File: config.mk
export PLATFORM = sky130hd
export DESIGN_NAME = eth_hdr_err_monitor
export DESIGN_NICKNAME = d
export VERILOG_FILES = /design/src/rtl/eth_hdr_mon_pkg.sv /design/src/rtl/eth_hdr_window_chk.sv /design/src/rtl/eth_hdr_err_monitor.sv
export SDC_FILE = /design/constraint.sdc
export NUM_CORES = 1
export LEC_CHECK = 0
export CORE_ASPECT_RATIO = 1.5
export CORE_UTILIZATION = 25
export CTS_BUF_LIST = sky130_fd_sc_hd__clkbuf_8 sky130_fd_sc_hd__clkbuf_16
export CTS_CLUSTER_SIZE = 30
export DETAILED_ROUTE_END_ITERATION = 6
export SKIP_LAST_GASP = 1
export SYNTH_ARGS = -nofsm -noshare
export SYNTH_HDL_FRONTEND = slang
export SYNTH_SLANG_ARGS = --single-unit
File: constraint.sdc
create_clock -name rx_clk -period 8.6 [get_ports rx_clk]
set_clock_uncertainty 0.2 [all_clocks]
set_input_delay 1.72 -clock rx_clk [delete_from_list [all_inputs] [get_ports rx_clk]]
set_output_delay 1.72 -clock rx_clk [all_outputs]
set_load 0.05 [all_outputs]
File: src/rtl/eth_hdr_mon_pkg.sv
// -----------------------------------------------------------------------------
// eth_hdr_mon_pkg
// Shared definitions for the 64b/66b sync-header error monitor:
//   - FSM state encoding (IDLE / RUN / DONE)
//   - legal sync header values (data and control)
//   - helper that classifies a 2-bit sync header as valid / invalid
// -----------------------------------------------------------------------------
package eth_hdr_mon_pkg;

   // Measurement FSM states
   localparam logic [1:0] ST_IDLE = 2'd0;
   localparam logic [1:0] ST_RUN  = 2'd1;
   localparam logic [1:0] ST_DONE = 2'd2;

   // Legal sync headers; 2'b00 and 2'b11 are the invalid encodings
   localparam logic [1:0] SYNC_DATA = 2'b01;
   localparam logic [1:0] SYNC_CTRL = 2'b10;

   function automatic logic hdr_is_valid(input logic [1:0] hdr);
      return (hdr == SYNC_DATA) || (hdr == SYNC_CTRL);
   endfunction

endpackage

File: src/rtl/eth_hdr_window_chk.sv
// -----------------------------------------------------------------------------
// eth_hdr_window_chk
// Fixed-window error-burst checker. Counts qualified headers in windows of
// WINDOW_LEN; when the last header of a window arrives, flags the window if
// its invalid-header count (including that last header) reached ERR_THRESH.
// Ports:
//   i_clk        clock, rising edge
//   i_rst        synchronous active-high reset
//   i_clr        synchronous clear of the window state (start of a run)
//   i_hdr_valid  a header is being counted this cycle
//   i_hdr_bad    the counted header is invalid (only meaningful with i_hdr_valid)
//   o_window_err one-cycle pulse, combinational from the registered window
//                state and the current header, so the caller can register the
//                sticky flag on the same edge that counts the header
// -----------------------------------------------------------------------------
module eth_hdr_window_chk #(
   parameter int unsigned WINDOW_LEN = 64,
   parameter int unsigned ERR_THRESH = 16
) (
   input  logic i_clk,
   input  logic i_rst,
   input  logic i_clr,
   input  logic i_hdr_valid,
   input  logic i_hdr_bad,
   output logic o_window_err
);

   // Wide enough to hold WINDOW_LEN itself (invalid count of an all-bad window)
   localparam int unsigned   WW   = $clog2(WINDOW_LEN + 1);
   localparam logic [WW-1:0] LAST = WW'(WINDOW_LEN - 1);
   localparam logic [WW-1:0] ONE  = WW'(1);

   logic [WW-1:0] r_win_cnt;
   logic [WW-1:0] r_inv_cnt;
   logic [WW-1:0] w_inv_next;
   logic          w_win_end;

   // NOTE: every signal driven here gets a value on every path, so no latch is inferred.
   always_comb begin
      w_inv_next   = i_hdr_bad ? (r_inv_cnt + ONE) : r_inv_cnt;
      w_win_end    = i_hdr_valid && (r_win_cnt == LAST);
      o_window_err = w_win_end && (32'(w_inv_next) >= ERR_THRESH);
   end

   // NOTE: non-blocking assignments keep every register sampling pre-edge values.
   always_ff @(posedge i_clk) begin
      if (i_rst || i_clr) begin
         r_win_cnt <= '0;
         r_inv_cnt <= '0;
      end else if (i_hdr_valid) begin
         if (w_win_end) begin
            r_win_cnt <= '0;
            r_inv_cnt <= '0;
         end else begin
            r_win_cnt <= r_win_cnt + ONE;
            r_inv_cnt <= w_inv_next;
         end
      end
   end

endmodule

File: src/rtl/eth_hdr_err_monitor.sv
// -----------------------------------------------------------------------------
// eth_hdr_err_monitor
// Measures sync-header quality over a run of TOTAL_HDR qualified headers.
// Ports:
//   rx_clk, rx_rst              clock / synchronous active-high reset
//   serdes_rx_hdr, hdr_valid    header under test and its qualifier
//   rx_block_lock               PHY block-lock status
//   start                       pulse that begins a run (ignored while busy)
//   busy, done                  run in progress / run finished
//   count_valid, count_invalid  header counts for the run (saturating)
//   max_consec_valid            longest run of consecutive valid headers
//   lock_latency, lock_seen     header index of the first locked header
//   hi_err                      sticky: some full window hit ERR_THRESH errors
// All outputs are registered and reflect a header one cycle after it is
// qualified.
// -----------------------------------------------------------------------------
module eth_hdr_err_monitor
   import eth_hdr_mon_pkg::*;
#(
   parameter int unsigned HDR_WIDTH  = 2,
   parameter int unsigned CNT_WIDTH  = 32,
   parameter int unsigned TOTAL_HDR  = 500,
   parameter int unsigned WINDOW_LEN = 64,
   parameter int unsigned ERR_THRESH = 16
) (
   input  logic                 rx_clk,
   input  logic                 rx_rst,
   input  logic [HDR_WIDTH-1:0] serdes_rx_hdr,
   input  logic                 hdr_valid,
   input  logic                 rx_block_lock,
   input  logic                 start,
   output logic                 busy,
   output logic                 done,
   output logic [CNT_WIDTH-1:0] count_valid,
   output logic [CNT_WIDTH-1:0] count_invalid,
   output logic [CNT_WIDTH-1:0] max_consec_valid,
   output logic [CNT_WIDTH-1:0] lock_latency,
   output logic                 lock_seen,
   output logic                 hi_err
);

   localparam logic [CNT_WIDTH-1:0] ONE      = CNT_WIDTH'(1);
   localparam logic [CNT_WIDTH-1:0] LAST_HDR = CNT_WIDTH'(TOTAL_HDR - 1);

   logic [1:0]           r_state;
   logic                 r_busy;
   logic                 r_done;
   logic [CNT_WIDTH-1:0] r_hdr_cnt;    // headers counted this run, never exceeds TOTAL_HDR
   logic [CNT_WIDTH-1:0] r_cnt_valid;
   logic [CNT_WIDTH-1:0] r_cnt_invalid;
   logic [CNT_WIDTH-1:0] r_consec;
   logic [CNT_WIDTH-1:0] r_max_consec;
   logic [CNT_WIDTH-1:0] r_lock_lat;
   logic                 r_lock_seen;
   logic                 r_hi_err;

   logic                 w_run_hdr;    // header counted this cycle
   logic                 w_hdr_ok;
   logic                 w_start_run;  // start accepted (only from IDLE / DONE)
   logic [CNT_WIDTH-1:0] w_consec_next;
   logic                 w_window_err;

   always_comb begin
      w_run_hdr     = (r_state == ST_RUN) && hdr_valid;
      w_hdr_ok      = hdr_is_valid(serdes_rx_hdr);
      w_start_run   = start && ((r_state == ST_IDLE) || (r_state == ST_DONE));
      w_consec_next = '0;
      if (w_hdr_ok)
         w_consec_next = (r_consec == '1) ? r_consec : (r_consec + ONE);
   end

   eth_hdr_window_chk #(
      .WINDOW_LEN (WINDOW_LEN),
      .ERR_THRESH (ERR_THRESH)
   ) u_window_chk (
      .i_clk        (rx_clk),
      .i_rst        (rx_rst),
      .i_clr        (w_start_run),
      .i_hdr_valid  (w_run_hdr),
      .i_hdr_bad    (!w_hdr_ok),
      .o_window_err (w_window_err)
   );

   always_ff @(posedge rx_clk) begin
      if (rx_rst) begin
         r_state       <= ST_IDLE;
         r_busy        <= 1'b0;
         r_done        <= 1'b0;
         r_hdr_cnt     <= '0;
         r_cnt_valid   <= '0;
         r_cnt_invalid <= '0;
         r_consec      <= '0;
         r_max_consec  <= '0;
         r_lock_lat    <= '0;
         r_lock_seen   <= 1'b0;
         r_hi_err      <= 1'b0;
      end else if (w_start_run) begin
         // Headers qualified on the start cycle itself are deliberately dropped.
         r_state       <= ST_RUN;
         r_busy        <= 1'b1;
         r_done        <= 1'b0;
         r_hdr_cnt     <= '0;
         r_cnt_valid   <= '0;
         r_cnt_invalid <= '0;
         r_consec      <= '0;
         r_max_consec  <= '0;
         r_lock_lat    <= '0;
         r_lock_seen   <= 1'b0;
         r_hi_err      <= 1'b0;
      end else if (w_run_hdr) begin
         r_hdr_cnt <= r_hdr_cnt + ONE;

         if (w_hdr_ok) begin
            if (r_cnt_valid != '1)
               r_cnt_valid <= r_cnt_valid + ONE;
         end else begin
            if (r_cnt_invalid != '1)
               r_cnt_invalid <= r_cnt_invalid + ONE;
         end

         r_consec <= w_consec_next;
         if (w_consec_next > r_max_consec)
            r_max_consec <= w_consec_next;

         // r_hdr_cnt equals count_valid + count_invalid because TOTAL_HDR keeps
         // both below saturation; +1 includes the current header.
         if (rx_block_lock && !r_lock_seen) begin
            r_lock_seen <= 1'b1;
            r_lock_lat  <= r_hdr_cnt + ONE;
         end

         if (w_window_err)
            r_hi_err <= 1'b1;

         if (r_hdr_cnt == LAST_HDR) begin
            r_state <= ST_DONE;
            r_busy  <= 1'b0;
            r_done  <= 1'b1;
         end
      end
   end

   assign busy             = r_busy;
   assign done             = r_done;
   assign count_valid      = r_cnt_valid;
   assign count_invalid    = r_cnt_invalid;
   assign max_consec_valid = r_max_consec;
   assign lock_latency     = r_lock_lat;
   assign lock_seen        = r_lock_seen;
   assign hi_err           = r_hi_err;

endmodule

**Word-level counts from Yosys, hierarchy flattened**

Cells that the tools add are included.

- Flip-flop bits (word level): 211
- Latch bits: 0
- Memory bits (writable): 0
- ROM bits: 0
- Input port bits: 7
- Output and inout bits: 132
- Logic and storage cells: 62
- Memories kept: 0

- $add $sub $neg: 6
- Multiply operators: 0
- Div/mod/pow operators: 0
- Order comparisons: 2
- Equality and inequality tests: 9
- Shift operators: 0
- Mux-type cells: 11
- Bitwise logic cells: 1
- Reduce and logical (&&, ||, !) cells: 20

Operator list:

| cell | count |
|---|---|
| 32-bit by 1-bit adder with 32-bit output (second input constant) | 4 |
| 32-bit 2-to-1 mux | 2 |
| 32-bit inequality test (second input constant) | 2 |
| 32-bit equality test (second input constant) | 1 |
| 32-bit by 9-bit equality test with 1-bit output (second input constant) | 1 |
| 32-bit > comparator | 1 |
| 7-bit 2-to-1 mux | 3 |
| 7-bit by 1-bit adder with 7-bit output (second input constant) | 2 |
| 2-bit AND reduction | 5 |
| 7-bit by 6-bit equality test with 1-bit output (second input constant) | 1 |
| 7-bit by 5-bit >= comparator with 1-bit output (second input constant) | 1 |
| 1-bit 2-to-1 mux | 6 |
| 3-bit AND reduction | 2 |
| 1-bit logical AND | 5 |
| 2-bit by 1-bit equality test with 1-bit output (second input constant) | 2 |
| 2-bit equality test (second input constant) | 2 |
| 2-bit nonzero test | 2 |
| 1-bit logical OR | 3 |
| 2-bit logical NOT | 1 |
| 2-bit OR reduction | 1 |
| 1-bit logical NOT | 1 |
| 1-bit inverter | 1 |

**Logic depth before layout (Yosys ltp)**

- Word-level depth: 6
- Gate-level depth with buffers: 18
- Gate-level depth less buffers: 14

**Hierarchy**

A second synthesis with hierarchy kept.

- Cells, all modules: 1316
- Area total of the unflattened synthesis: 10630.2 um^2

Modules (own cells, without submodules):

| module | instances | cells each | area an instance (um^2) | sequential area each (um^2) |
|---|---|---|---|---|
| eth_hdr_err_monitor | 1 | 1241 | 9960.8 | 3923.8 |
| eth_hdr_window_chk | 1 | 75 | 669.4 | 280.3 |

**Worst setup path before layout**

Ideal clock, no wire load.

- Kind: input port to flip-flop
- From: input serdes_rx_hdr[1]
- To: register r_max_consec[10], in the netlist max_consec_valid[10]
- Library setup time: 0.071 ns
- Arrival: 4.784 ns
- Data required time: 8.329 ns
- Setup slack: 3.545 ns
- Stages on the path: 14
- Buffers on the path: 5
- Cells stage by stage: xnor2_1 clkbuf_1 buf_1 buf_1 nor2_1 ha_1 nand4_1 nor4_1 nor3b_1 o31a_1 buf_2 clkbuf_1 o21ai_0 a21oi_1

- Cells in the longest elaborated chain, start to end: 5
- Elaborated cells between the ends (all ways): 6
- Those cells by class: order compare: 1; eq/ne: 2; mux: 1; reduce/logical: 2

RTL lines:

| what | RTL line | RTL |
|---|---|---|
| from (decl) | eth_hdr_err_monitor.sv:28 | `input logic [HDR_WIDTH-1:0] serdes_rx_hdr,` |
| 2-bit by 1-bit equality test with 1-bit output or 2-bit equality test (tied branches) | eth_hdr_mon_pkg.sv:20 | `return (hdr == SYNC_DATA) \|\| (hdr == SYNC_CTRL);` |
| 1-bit logical OR * | eth_hdr_mon_pkg.sv:20 |  |
| 32-bit 2-to-1 mux * | eth_hdr_err_monitor.sv:68 | `if (w_hdr_ok)` |
| named net w_consec_next[31] | eth_hdr_err_monitor.sv:60 | `logic [CNT_WIDTH-1:0] w_consec_next;` |
| 32-bit > comparator * | eth_hdr_err_monitor.sv:122 | `if (w_consec_next > r_max_consec)` |
| 2-bit AND reduction (no line) * | n/a |  |
| to (signal assigned) | eth_hdr_err_monitor.sv:123 | `r_max_consec <= w_consec_next;` |
| to (decl) | eth_hdr_err_monitor.sv:52 | `logic [CNT_WIDTH-1:0] r_max_consec;` |

The timed path passes the listed nets; every way through them passes the cells marked *.
A chain may end at the register's enable or synchronous reset.

**Worst setup path after layout**

- From: input serdes_rx_hdr[1]
- To: register r_max_consec[2], in the netlist max_consec_valid[2]

The elaborated chain is that of the path after synthesis.

==> results.yml <==
placement:
  gp_congestion: 0.898
  pre_cts_slack_ns: 2.01
  hpwl_um: 24200
  portBuffers: 138
route:
  vias: 10600
  postRouteWirelength_um: 34100
  viasPerCell: 5.06
  firstDrtPassIters: 5
  avgRoutedWirePerCell_um: 16.3
  drcViolationCount: 0
  ant_nets: 0
  drt_first_iter_violations: 597
floorplan:
  fp.dieW_um: 175
  core_area_sq_um: 44000
  ios: 139
  die-area_sq_um: 45500
  core.rowCount: 94
  die_y_um: 261
  initial_core_util: 0.254
clocking:
  hold_buffers: 0
  clock-sinks: 210
  worst_setup_hold_path_clk_slew_ns: 0.06
  cts-root-buf: "clkbuf_16"
  cts_tree: "done"
  cts_max_level: 1
  cts_buffers: 23
  clockBufferDepth: 3
  cts_resized: 0
  cts_setup_buffers: 0
  clk_latency_ns: 0.52
timing:
  max_slew_margin: 0.308
  fmax_mhz: 164
  finalCriticalPeriod_ns: 6.11
  fin_tns_setup_ns: 0
  setup_viol: 0
  setup_slack_ns: 2.49
  tightest_slew_ns: 1.04
  drv_slew: 0
  min_period_over_period: 0.710
  grt_setup_unrepaired: "false"
  hold_viol: 0
  hold_ws_ns: 0.266
synthesis:
  yosys-top-cells-count: "dfxtp_1 (210), nor2_1 (162), nand2_1 (145)"
  synth-seq-cells: 210
  yosysTopAreaCell: "dfxtp_1"
  synth_top_area_frac: 0.377
  ys_types: 63
  avgSynthCellArea_sq_um: 7.88
  synth_edf_count: 0
  synth.area.top_cells: "dfxtp_1 (38%), nor2_1 (5.4%), xor2_1 (4.9%)"
  synthArstFlopShare: 0
  synth.cell_area_sq_um: 11200
  synth-seq-area-share: 0.377
  ys.warnings.count: 0
  syn_inst: 1417
  yosysMostFrequentCell: "dfxtp_1"
  ys.flop_type: "dfxtp_1"
  syn_nets: 1462
setup_path:
  crit_required_ns: 8.81
  path_max_fanout: 27
  worstSetupPathType: "in2reg"
  reg2reg_depth: 13
  cp.arrival_ns: 6.32
  setup.worst_path.end_class: "flop"
  cp-start-kind: "input pin"
cells_and_area:
  nFillCells: 4660
  area_delta_synth_final_pct: 24.0
  nets: 1548
  layout-drive-gt1-share: 0.0481
  antenna_cells: 0
power_and_ir_drop:
  p_leak_nw: 4.29
  report.power.total_mw: 2.13
  vdd_drop_max_mv: 0.125
  power-per-cell-area_nw_per_um2: 154
global_routing:
  grt-ovfl-total: 0
  track_usage: 0.145
  grt_pass1_wl_um: 54000
  grt_pass1_vias: 10400
  antenna_found_initial: 0
  grt_max_degree: 81
job:
  drv_cap: 0
worst_hold_path:
  hold_depth: 2
  hold_path_class: "reg2reg"
run_status:
  status: "finished, final reports clean"
[routing by layer]
layer,up-vias,wire length [um],share of wire,GRT usage
li1,5233,-,-,-
met1,4981,13200,0.39,0.152
met3,84,1370,0.040,0.0189
met2,284,17800,0.52,0.276
met4,0,1610,0.047,0.0853
met5,-,0,0,0
[final cells by class]
cell class | count | area, sq um | share of cell area
Clock buffer | 29 | 658 | 0.0475
Clock inverter | 10 | 124 | 0.00895
Inverter | 45 | 169 | 0.0122
Multi-Input combinational cell | 1071 | 6480 | 0.468
Sequential cell | 210 | 4200 | 0.304
Tap cell | 576 | 721 | 0.0521
Timing Repair Buffer | 152 | 1490 | 0.107
[where the power goes]
part	switching (mW)	total (mW)	internal [mW]	leakage [nW]
Clock	0.409	1.03	0.626	0.402
Combinational	0.0861	0.113	0.0265	2.19
Sequential	0.00436	0.983	0.978	1.69
[registers in the layout (all words and copies together), names as in the netlist, 7 cells and up]
name	count
count_invalid	32
count_valid	32
lock_latency	32
max_consec_valid	32
r_consec	32
r_hdr_cnt	32
u_window_chk.r_inv_cnt	7
u_window_chk.r_win_cnt	7
[critical path, stage by stage]
cell and delay, ns:
clkdlybuf4s50_1 0.57, xor2_2 0.82, buf_4 0.32, nand2_1 0.06, o311ai_0 0.54, ha_1 0.23
nand4_1 0.16, a2111oi_0 0.88, o31a_1 0.25, buf_4 0.31, nor2_1 0.18, o41ai_1 0.27
[stage by stage]
stage	cell area, sq um	util	std cells
floorplan	11200	-	1417
global placement	13100	0.297	2054
detailed placement	13100	0.297	2054
CTS	13800	0.315	2093
global route	13800	0.315	2093
finish	13800	0.315	2093
[cell usage in the layout (no fill, tap or decap), types with 20 or more instances in the layout]
cell,n
dfxtp_1,210
nor2_1,161
nand2_1,145
clkdlybuf4s50_1,138
a21oi_1,108
nand3_1,79
nand4_1,67
xor2_1,62
o21ai_0,60
xnor2_1,55
inv_1,48
ha_1,38
nor3_1,36
a211oi_1,30
nor4_1,28
or3_1,25
clkbuf_16,23
and3_1,20
[cells by family after synthesis]
| group | count (synthesis) | share of synthesized area |
|---|---|---|
| buffers and inverters | 136 | 0.0474 |
| and+or+nand+nor | 635 | 0.286 |
| adders and majority gates | 38 | 0.0426 |
| DFF | 210 | 0.377 |
| xor gates and xnor gates | 119 | 0.0934 |
| AOI/OAI and AO/OA | 271 | 0.146 |
| muxes | 8 | 0.00718 |
[path summary, 6_finish.rpt]
check,start,end,slack (ns)
min,r_consec[19],r_consec[19],0.27
max,serdes_rx_hdr[1],max_consec_valid[2],2.49
max reg2reg,r_consec[26],max_consec_valid[2],3.18
min reg2reg,r_consec[19],r_consec[19],0.27
Note: power is estimated with default switching activity, not from simulation.
